### config.mk
export PLATFORM = sky130hd
export DESIGN_NAME = imem_port_ctrl
export DESIGN_NICKNAME = d
export VERILOG_FILES = /design/src/rtl/imem_pkg.sv /design/src/rtl/imem_port_ctrl_rr_arbiter2.sv /design/src/rtl/imem_port_ctrl.sv
export SDC_FILE = /design/constraint.sdc
export NUM_CORES = 1
export LEC_CHECK = 0
export ABC_AREA = 1
export CAP_MARGIN = 10
export CORE_ASPECT_RATIO = 1.2
export CORE_UTILIZATION = 48
export CTS_CLUSTER_DIAMETER = 50
export DETAILED_ROUTE_END_ITERATION = 6
export PLACE_DENSITY = 0.78
export SYNTH_ARGS = -nofsm -noshare
export SYNTH_HDL_FRONTEND = slang
export SYNTH_SLANG_ARGS = --single-unit
export TNS_END_PERCENT = 5
### constraint.sdc
create_clock -name clk_i -period 4.3 [get_ports clk_i]
set_input_delay 0.86 -clock clk_i [delete_from_list [all_inputs] [get_ports clk_i]]
set_output_delay 0.86 -clock clk_i [all_outputs]
set_load 0.01 [all_outputs]
### src/rtl/imem_pkg.sv
`default_nettype none
// ============================================================================
// Module  : imem_pkg
// Purpose : Shared types and constants for the instruction-memory byte-port
//           controller: FSM state encoding, word/byte geometry and the
//           requester index (0 = fetch, 1 = loader).
// Ports   : none (package)
// Rev     : 1.0  initial release
// ============================================================================
package imem_pkg;

  localparam int BytesPerWord = 4;
  localparam int ByteBits     = 8;

  typedef enum logic [1:0] {
    IDLE  = 2'd0,
    ISSUE = 2'd1,
    LAST  = 2'd2,
    RESP  = 2'd3
  } state_t;

  typedef enum logic {
    REQ_FETCH = 1'b0,
    REQ_LOAD  = 1'b1
  } req_idx_t;

endpackage
`default_nettype wire

### src/rtl/imem_port_ctrl_rr_arbiter2.sv
`default_nettype none
// ============================================================================
// Module  : rr_arbiter2
// Purpose : Two-request round-robin arbiter. With both requests active, the
//           requester that did not win most recently is granted. After reset
//           the fetch requester (index 0) has priority.
// Ports   : clk, rst  - clock, asynchronous active-high reset
//           en        - arbitration enable; no grant while low
//           req[1:0]  - requests, bit 0 = fetch, bit 1 = loader
//           gnt[1:0]  - one-hot grant (combinational)
// Rev     : 1.0  initial release
// ============================================================================
module rr_arbiter2
  import imem_pkg::*;
(
  input  logic       clk,
  input  logic       rst,
  input  logic       en,
  input  logic [1:0] req,
  output logic [1:0] gnt
);

  req_idx_t last;

  always_comb begin
    gnt = 2'b00;
    if (en) begin
      if (req == 2'b11) begin
        gnt = (last == REQ_FETCH) ? 2'b10 : 2'b01;
      end else begin
        gnt = req;
      end
    end
  end

  // Pointer resets to "loader won last" so fetch wins the first contest.
  always_ff @(posedge clk or posedge rst) begin
    if (rst) begin
      last <= REQ_LOAD;
    end else if (gnt[0]) begin
      last <= REQ_FETCH;
    end else if (gnt[1]) begin
      last <= REQ_LOAD;
    end
  end

endmodule
`default_nettype wire

### src/rtl/imem_port_ctrl.sv
`default_nettype none
// ============================================================================
// Module  : imem_port_ctrl
// Purpose : Sequencer/arbiter sharing a synchronous byte-wide instruction
//           memory between the fetch stage and the program loader. Each
//           32-bit access becomes four big-endian byte beats.
// Ports   : clk_i, rst_i              - clock, async active-high reset
//           if_req/addr/gnt/rvalid/rdata - fetch read port
//           ld_req/we/addr/wdata/gnt/rvalid/rdata - loader read/write port
//           mem_en/we/addr/wdata, mem_rdata_i - byte memory port
// Rev     : 1.0  initial release
// ============================================================================
module imem_port_ctrl
  import imem_pkg::*;
#(
  parameter int RegBits  = 32,
  parameter int AddrBits = 15
) (
  input  logic                clk_i,
  input  logic                rst_i,
  input  logic                if_req_i,
  input  logic [RegBits-1:0]  if_addr_i,
  output logic                if_gnt_o,
  output logic                if_rvalid_o,
  output logic [RegBits-1:0]  if_rdata_o,
  input  logic                ld_req_i,
  input  logic                ld_we_i,
  input  logic [RegBits-1:0]  ld_addr_i,
  input  logic [RegBits-1:0]  ld_wdata_i,
  output logic                ld_gnt_o,
  output logic                ld_rvalid_o,
  output logic [RegBits-1:0]  ld_rdata_o,
  output logic                mem_en_o,
  output logic                mem_we_o,
  output logic [AddrBits-1:0] mem_addr_o,
  output logic [ByteBits-1:0] mem_wdata_o,
  input  logic [ByteBits-1:0] mem_rdata_i
);

  state_t             state;
  logic [1:0]         beat;
  logic               we;
  req_idx_t           owner;
  logic [RegBits-1:0] wshift;    // remaining write bytes, next one at the top
  logic [RegBits-1:0] asm_word;  // read assembly, bytes shift in from the bottom
  logic [1:0]         arb_gnt;

  // Request address bits above the memory size are deliberately dropped.
  logic unused_addr_bits;
  assign unused_addr_bits = ^{if_addr_i[RegBits-1:AddrBits], ld_addr_i[RegBits-1:AddrBits]};

  rr_arbiter2 u_arb (
    .clk (clk_i),
    .rst (rst_i),
    .en  (state == IDLE),
    .req ({ld_req_i, if_req_i}),
    .gnt (arb_gnt)
  );

  // Grants are combinational; masking with reset keeps them low while reset
  // is asserted even though the FSM already sits in IDLE.
  assign if_gnt_o = arb_gnt[0] & ~rst_i;
  assign ld_gnt_o = arb_gnt[1] & ~rst_i;

  always_ff @(posedge clk_i or posedge rst_i) begin
    if (rst_i) begin
      state       <= IDLE;
      beat        <= 2'd0;
      we          <= 1'b0;
      owner       <= REQ_FETCH;
      wshift      <= '0;
      asm_word    <= '0;
      if_rvalid_o <= 1'b0;
      if_rdata_o  <= '0;
      ld_rvalid_o <= 1'b0;
      ld_rdata_o  <= '0;
      mem_en_o    <= 1'b0;
      mem_we_o    <= 1'b0;
      mem_addr_o  <= '0;
      mem_wdata_o <= '0;
    end else begin
      if_rvalid_o <= 1'b0;
      ld_rvalid_o <= 1'b0;
      case (state)
        IDLE: begin
          if (ld_gnt_o) begin
            state       <= ISSUE;
            beat        <= 2'd0;
            owner       <= REQ_LOAD;
            we          <= ld_we_i;
            mem_en_o    <= 1'b1;
            mem_we_o    <= ld_we_i;
            mem_addr_o  <= ld_addr_i[AddrBits-1:0];
            mem_wdata_o <= ld_we_i ? ld_wdata_i[RegBits-1 -: ByteBits] : '0;
            wshift      <= ld_we_i ? (ld_wdata_i << ByteBits) : '0;
          end else if (if_gnt_o) begin
            state       <= ISSUE;
            beat        <= 2'd0;
            owner       <= REQ_FETCH;
            we          <= 1'b0;
            mem_en_o    <= 1'b1;
            mem_we_o    <= 1'b0;
            mem_addr_o  <= if_addr_i[AddrBits-1:0];
            mem_wdata_o <= '0;
            wshift      <= '0;
          end
        end
        ISSUE: begin
          // Read data lags the enable by one cycle, so beat k delivers byte k-1.
          if (beat != 2'd0 && !we) begin
            asm_word <= {asm_word[RegBits-ByteBits-1:0], mem_rdata_i};
          end
          if (beat == 2'd3) begin
            beat        <= 2'd0;
            mem_en_o    <= 1'b0;
            mem_we_o    <= 1'b0;
            mem_addr_o  <= '0;
            mem_wdata_o <= '0;
            if (we) begin
              state       <= RESP;
              ld_rvalid_o <= 1'b1;
              ld_rdata_o  <= '0;
            end else begin
              state <= LAST;
            end
          end else begin
            beat        <= beat + 2'd1;
            mem_addr_o  <= mem_addr_o + 1'b1;  // wraps modulo memory size
            mem_wdata_o <= wshift[RegBits-1 -: ByteBits];
            wshift      <= wshift << ByteBits;
          end
        end
        LAST: begin
          state <= RESP;
          if (owner == REQ_LOAD) begin
            ld_rvalid_o <= 1'b1;
            ld_rdata_o  <= {asm_word[RegBits-ByteBits-1:0], mem_rdata_i};
          end else begin
            if_rvalid_o <= 1'b1;
            if_rdata_o  <= {asm_word[RegBits-ByteBits-1:0], mem_rdata_i};
          end
        end
        RESP: begin
          state <= IDLE;
        end
        default: begin
          state <= IDLE;
        end
      endcase
    end
  end

endmodule
`default_nettype wire

==> out/qor.csv, run 1 <==
stage,metric,value,unit
layout,fin_nets,1127,
layout,n_fill_cell,1162,
setup_path,startpoint_type,primary input,
placement,gp_congestion,0.872,
routing,routedWlPerCell,14.2,um
synth,ys.flop_type,dfrtp_1,
setup_path,path_cells,clkdlybuf4s50_1 > inv_6 > nand3_1 > inv_1 > clkdlybuf4s50_1,
timing,rsz0062_at_grt,false,
synth,synth.area.top_cells,"dfrtp_1 53%, nand2_1 16%, o21ai_0 7.4%",
timing,drv_slew,0,
floorplan,die_w,111,um
synth,syn_nets,970,
timing,tns,0,ns
setup_path,critical_path.slowest_cell,clkdlybuf4s50_1,
global_route,grt_max_degree,65,
clock_network,cts_root_buf,clkbuf_16,
synth,yosys.area.top_type_share,53.3,%
synth,syn_area_per_cell,7.98,um2
setup_path,cp.arrival,2.56,ns
routing,drcViolationCount,0,
clock_network,cts_tree,yes,
placement,place.detailed.hpwl,11.7,mm
global_route,grt-busiest-layer,met2,
clock_network,cts_inserted_buffers,17,
floorplan,pin_count,202,
layout,multiInputGateArea,2460,um2
routing,drtAntennaViolNets,0,
setup_path,critical_path.top_delay_family,buffers and inverters,
timing,setup_violations,0,
timing,period_minus_slack,3.42,ns
setup_path,cp-end-kind,output pin,
placement,place_area,8560,um2
layout,seq_area,3650,um2
setup_path,crit_top_cell,clkdlybuf4s50_1,
clock_network,cts_hold_buf,0,
floorplan,initial_core_util,49.3,%
global_route,use_met2,39.9,%
synth,synth_cell_types,33,
timing,fin_crit_sh,79.4,%
routing,vias,5934,
timing,worstMarginPinSlew,0.974,ns
timing,final_hold_viol_count,0,
global_route,met1_usage,31.2,%
setup_path,path_buf_inv,4,
setup_path,critPathKind,primary input to output pin,
hold_path,hold_path.class,flip-flop to flip-flop,
status,status,"complete, no violations",
floorplan,row_count,47,
synth,yosysSeqAreaShare,53.7,%
floorplan,die_height,132,um
routing,drt-vias-per-instance,4.97,
synth,syn_area,6810,um2
synth,synthMuxAreaShare,0,%
layout,postLayoutCellArea,9130,um2
timing,max_freq,293,MHz
synth,synth_compound_area_share,10.5,%
layout,area_growth,34.0,%
global_route,antenna_found_initial,1,
global_route,grt_pass1_vias,5748,
placement,io_buffers,167,
placement,placed_cells,1163,
clock_network,clkSinkCount,146,
routing,drt_iter0_markers,345,
power,powerDensity,694,nW/um2
layout,drive_above_1_share,5.38,%
synth,yosys.area_share.simple,24.2,%
power,ir_worst_vdd,500,uV
layout,layout_commonest_cell,nand2_1,
synth,synth_top_family_by_area,simple AND/OR/NAND/NOR gates,
synth,ys.warnings.count,0,
floorplan,die_area,14700,um2
floorplan,core_area,13800,um2
global_route,grtUsageTotal,24.6,%
routing,dr.pass1.iters,5,
layout,final_cell_mix,"290 x nand2_1, 167 x clkdlybuf4s50_1, 145 x dfrtp_1",
layout,layout.cells.non_filler,1195,
synth,syn_inst,854,
clock_network,cts_buffer_depth,2,
synth,synth.largest_area_cell,dfrtp_1,
power,power.leakage,4.48,nW
routing,drt_wl_total,17.0,mm
global_route,overflow,0,
timing,slew-limit-headroom,34.9,%
setup_path,critPathMaxStageDelay,0.53,ns
synth,ys_seq_elements,146,
layout,finalCoreUtilization,66.1,%
synth,synthXorXnorAreaFrac,0,%
timing,hold_ws,0.472,ns
clock_network,htreeDepth,4,
global_route,met3_usage,7.05,%
timing,skew,0.00970,ns
setup_path,required,3.44,ns
clock_network,path_clk_slew,0.06,ns
clock_network,post_cts_resized,0,
synth,synth-adder-area-share,1.29,%
synth,async_reset_ff_share,100,%
flow_run,maxCapViolCount,0,
setup_path,path_max_fanout,38,
global_route,grt_pass1_wl,28.6,mm
clock_network,postCtsSetupBuffers,0,
clock_network,clk_latency,0.43,ns
synth,synth_edf_count,0,
tightest hold or removal path, delay by kind of cell, from the launching register on:
kind | cells | cell delay [ns]
and+or+nand+nor | 2 | 0.09
DFF | 1 | 0.34
cell type report:
type                            count  area share, %
Clock buffer                       20           5.11
Multi-Input combinational cell    541           26.9
Antenna cell                        1         0.0274
Tap cell                          171           2.34
Timing Repair Buffer              179           19.3
Sequential cell                   146           40.0
Clock inverter                     11           1.06
Inverter                          126           5.24
sequential cells by signal (all words and copies together) (netlist names), 2 cells and up:
register and count:
state 2, if_rdata_o 32, asm_word 24, mem_wdata_o 8, wshift 24, ld_rdata_o 32, mem_addr_o 15, beat 2
cell families after synthesis:
| group | count (synthesis) |
|---|---|
| compound gates | 134 |
| fa+ha+maj | 7 |
| flops | 146 |
| buf+inv | 167 |
| simple gates | 400 |
final timing paths:
check / start / to / slack (ns) / cells after the start
max: rst_i / if_gnt_o / 0.88 / 5
min reg2reg: if_rdata_o[30]$_DFFE_PP0P_ / if_rdata_o[30]$_DFFE_PP0P_ / 0.47 / 2
min in group asynchronous: rst_i / if_rdata_o[16]$_DFFE_PP0P_ / 0.78 / 2
min: if_rdata_o[30]$_DFFE_PP0P_ / if_rdata_o[30]$_DFFE_PP0P_ / 0.47 / 2
max reg2reg: state[1]$_DFFE_PP0P_ / wshift[30]$_DFFE_PP0P_ / 1.48 / 11
max in group asynchronous: rst_i / if_rdata_o[31]$_DFFE_PP0P_ / 2.42 / 3
power by group:
| group | total [mW] | internal [mW] | switching (mW) |
|---|---|---|---|
| clock | 1.40 | 0.795 | 0.608 |
| combinational | 2.62 | 1.12 | 1.50 |
| sequential | 2.31 | 1.92 | 0.388 |
| total | 6.33 | 3.83 | 2.50 |
per-layer routing:
| metal | wire length (um) | up-vias | part of all wire (%) |
|---|---|---|---|
| met3 | 1300 | 26 | 7.7 |
| met4 | 333 | 0 | 2.0 |
| met5 | 0 | - | 0 |
| met1 | 7070 | 2711 | 42 |
| met2 | 8280 | 211 | 49 |
| li1 | - | 2986 | - |
stage by stage:
step | worst slack [ns] | total power, mW
after floorplan | 0.227 | 3.81
after global placement | 0.852 | 4.87
after detailed placement | 0.844 | 4.95
after CTS | 0.850 | 6.38
after global routing | 0.746 | 6.82
final | 0.885 | 6.33
synth_stat cells (2+ instances only):
cell type	instances
nand3_2	2
o21ai_1	12
inv_2	4
buf_2	17
a21oi_1	7
a22o_1	5
nand3_1	63
o211ai_1	2
dfrtp_1	145
o21ai_0	101
buf_6	3
buf_4	8
buf_1	2
nand2_1	290
nor2_1	32
inv_1	121
ha_1	7
nand4_1	6
a31oi_1	3
clkbuf_1	11
Note: power is estimated with default switching activity, not from simulation.
==> run 2: changes to the inputs <==
clock period = 3.3 ns   (was 4.3 ns; I/O delays follow)
==> run 2 against run 1 <==
Routed wire length up 0.23%; clock power increased by 30%; power up 31%; flip-flop and latch count unchanged; core utilization is 0.14 points higher; via count rose by 0.10%; cell count unchanged; setup slack got worse by 0.48 ns; clock-buffer cell count decreased by 3; non-clock buffer count stayed put; critical path depth is the same; sequential power increased by 31%.
==> out/qor.csv, run 2 (synthesis gave the netlist of run 1 again) <==
stage,metric,value,unit
timing,period_minus_slack,2.89,ns
floorplan,die_w,111,um
clock_network,clk_latency,0.42,ns
global_route,overflow,0,
flow_run,maxCapViolCount,0,
clock_network,cts_root_buf,clkbuf_16,
timing,setup_violations,0,
routing,drt_iter0_markers,336,
routing,drt_wl_total,17.0,mm
placement,gp_congestion,0.887,
timing,setup_slack,0.408,ns
floorplan,die_area,14700,um2
routing,dr.pass1.iters,5,
clock_network,post_cts_resized,0,
floorplan,initial_core_util,49.3,%
layout,fin_nets,1127,
routing,vias,5940,
power,ir_worst_vdd,486,uV
clock_network,cts_inserted_buffers,17,
timing,rsz0062_at_grt,false,
status,status,"complete, no violations",
clock_network,htreeDepth,4,
clock_network,cts_buffer_depth,2,
global_route,grtUsageTotal,24.0,%
setup_path,cp-end-kind,output pin,
clock_network,postCtsSetupBuffers,0,
clock_network,cts_hold_buf,0,
floorplan,die_height,132,um
floorplan,pin_count,202,
clock_network,clkSinkCount,146,
layout,final_cell_mix,"290 x nand2_1, 167 x clkdlybuf4s50_1, 145 x dfrtp_1",
routing,routedWlPerCell,14.2,um
placement,placed_cells,1163,
placement,io_buffers,167,
layout,area_growth,34.3,%
timing,skew,0.00653,ns
global_route,grt_pass1_wl,28.0,mm
timing,worstMarginPinSlew,0.713,ns
setup_path,startpoint_type,primary input,
power,power.leakage,4.48,nW
routing,drcViolationCount,0,
placement,pre_cts_ws,0.385,ns
floorplan,core_area,13800,um2
layout,layout.cells.non_filler,1195,
layout,diodes,0,
placement,place.detailed.hpwl,11.4,mm
timing,max_freq,346,MHz
timing,slew-limit-headroom,52.4,%
clock_network,cts_tree,yes,
timing,fin_crit_sh,87.6,%
timing,final_hold_viol_count,0,
floorplan,row_count,47,
layout,drive_above_1_share,5.47,%
clock_network,path_clk_slew,0.06,ns
global_route,antenna_found_initial,0,
setup_path,critPathKind,primary input to output pin,
power,powerDensity,905,nW/um2
timing,tns,0,ns
setup_path,required,2.64,ns
global_route,grt_pass1_vias,5649,
hold_path,hold_depth,2,
layout,reg_top3,"if_rdata_o (32), ld_rdata_o (32)",
hold_path,hold_path.class,flip-flop to flip-flop,
timing,drv_slew,0,
layout,finalCoreUtilization,66.2,%
routing,drt-vias-per-instance,4.97,
setup_path,ff2ff_path_depth,11,
global_route,grt_max_degree,142,
setup_path,cp.arrival,2.23,ns
routing,drtAntennaViolNets,0,
setup_path,path_max_fanout,8,
layout,layout_commonest_cell,nand2_1,
==> run 2: cell types whose count changed in the layout (fill, tap and decap cells not counted), sizes merged <==
cell,delta
clkbuf,-3
clkinvlp,+3
clkinv,+2
inv,-2
bufinv,+1
diode,-1
==> run 2: per-layer routing <==
| metal | GRT usage [%] | wire (um) |
|---|---|---|
| met1 | 28.6 | 7180 |
| met2 | 41.6 | 8450 |
| met3 | 6.64 | 1040 |
| met4 | 8.81 | 351 |
| met5 | 0 | 0 |
==> run 2: layout make-up <==
type	count	area, um2
repair buffers	179	1790
inverters	126	478
clock inverters	15	134
flip-flops and latches	146	3650
multi-input cells	541	2460
fillers	1151	4670
clock buffers	17	425
well taps	171	214
==> run 2: report_power, final <==
part	switching, mW	internal [mW]	leakage [nW]
sequential	0.521	2.50	1.90
clock	0.782	1.04	0.270
combinational	1.95	1.48	2.31
==> run 2: through the flow <==
step                      power [mW]  cell area [um2]  hold WS (ns)
after floorplan                 4.96             6810         0.449
after global placement          6.38             8590         0.455
after detailed placement        6.47             8590         0.459
after CTS                       8.34             9150         0.474
after global routing            8.87             9150         0.490
final                           8.28             9150         0.470
==> run 2: worst paths after layout <==
check                                                start                          to  slack [ns]
worst max-delay path                              if_req_i                    ld_gnt_o        0.41
worst min-delay path            if_rdata_o[30]$_DFFE_PP0P_  if_rdata_o[30]$_DFFE_PP0P_        0.47
worst max register to register        state[0]$_DFFE_PP0P_      wshift[29]$_DFFE_PP0P_        0.85
worst min register to register  if_rdata_o[30]$_DFFE_PP0P_  if_rdata_o[30]$_DFFE_PP0P_        0.47
max in group asynchronous                            rst_i    asm_word[12]$_DFFE_PP0P_        1.86
min in group asynchronous                            rst_i  mem_addr_o[11]$_DFFE_PP0P_        0.52
==> run 2: critical path: stages <==
cell	delay, ns
clkdlybuf4s50_1	0.48
nand2_1	0.18
nand3_4	0.14
clkinv_1	0.21
clkdlybuf4s50_1	0.55
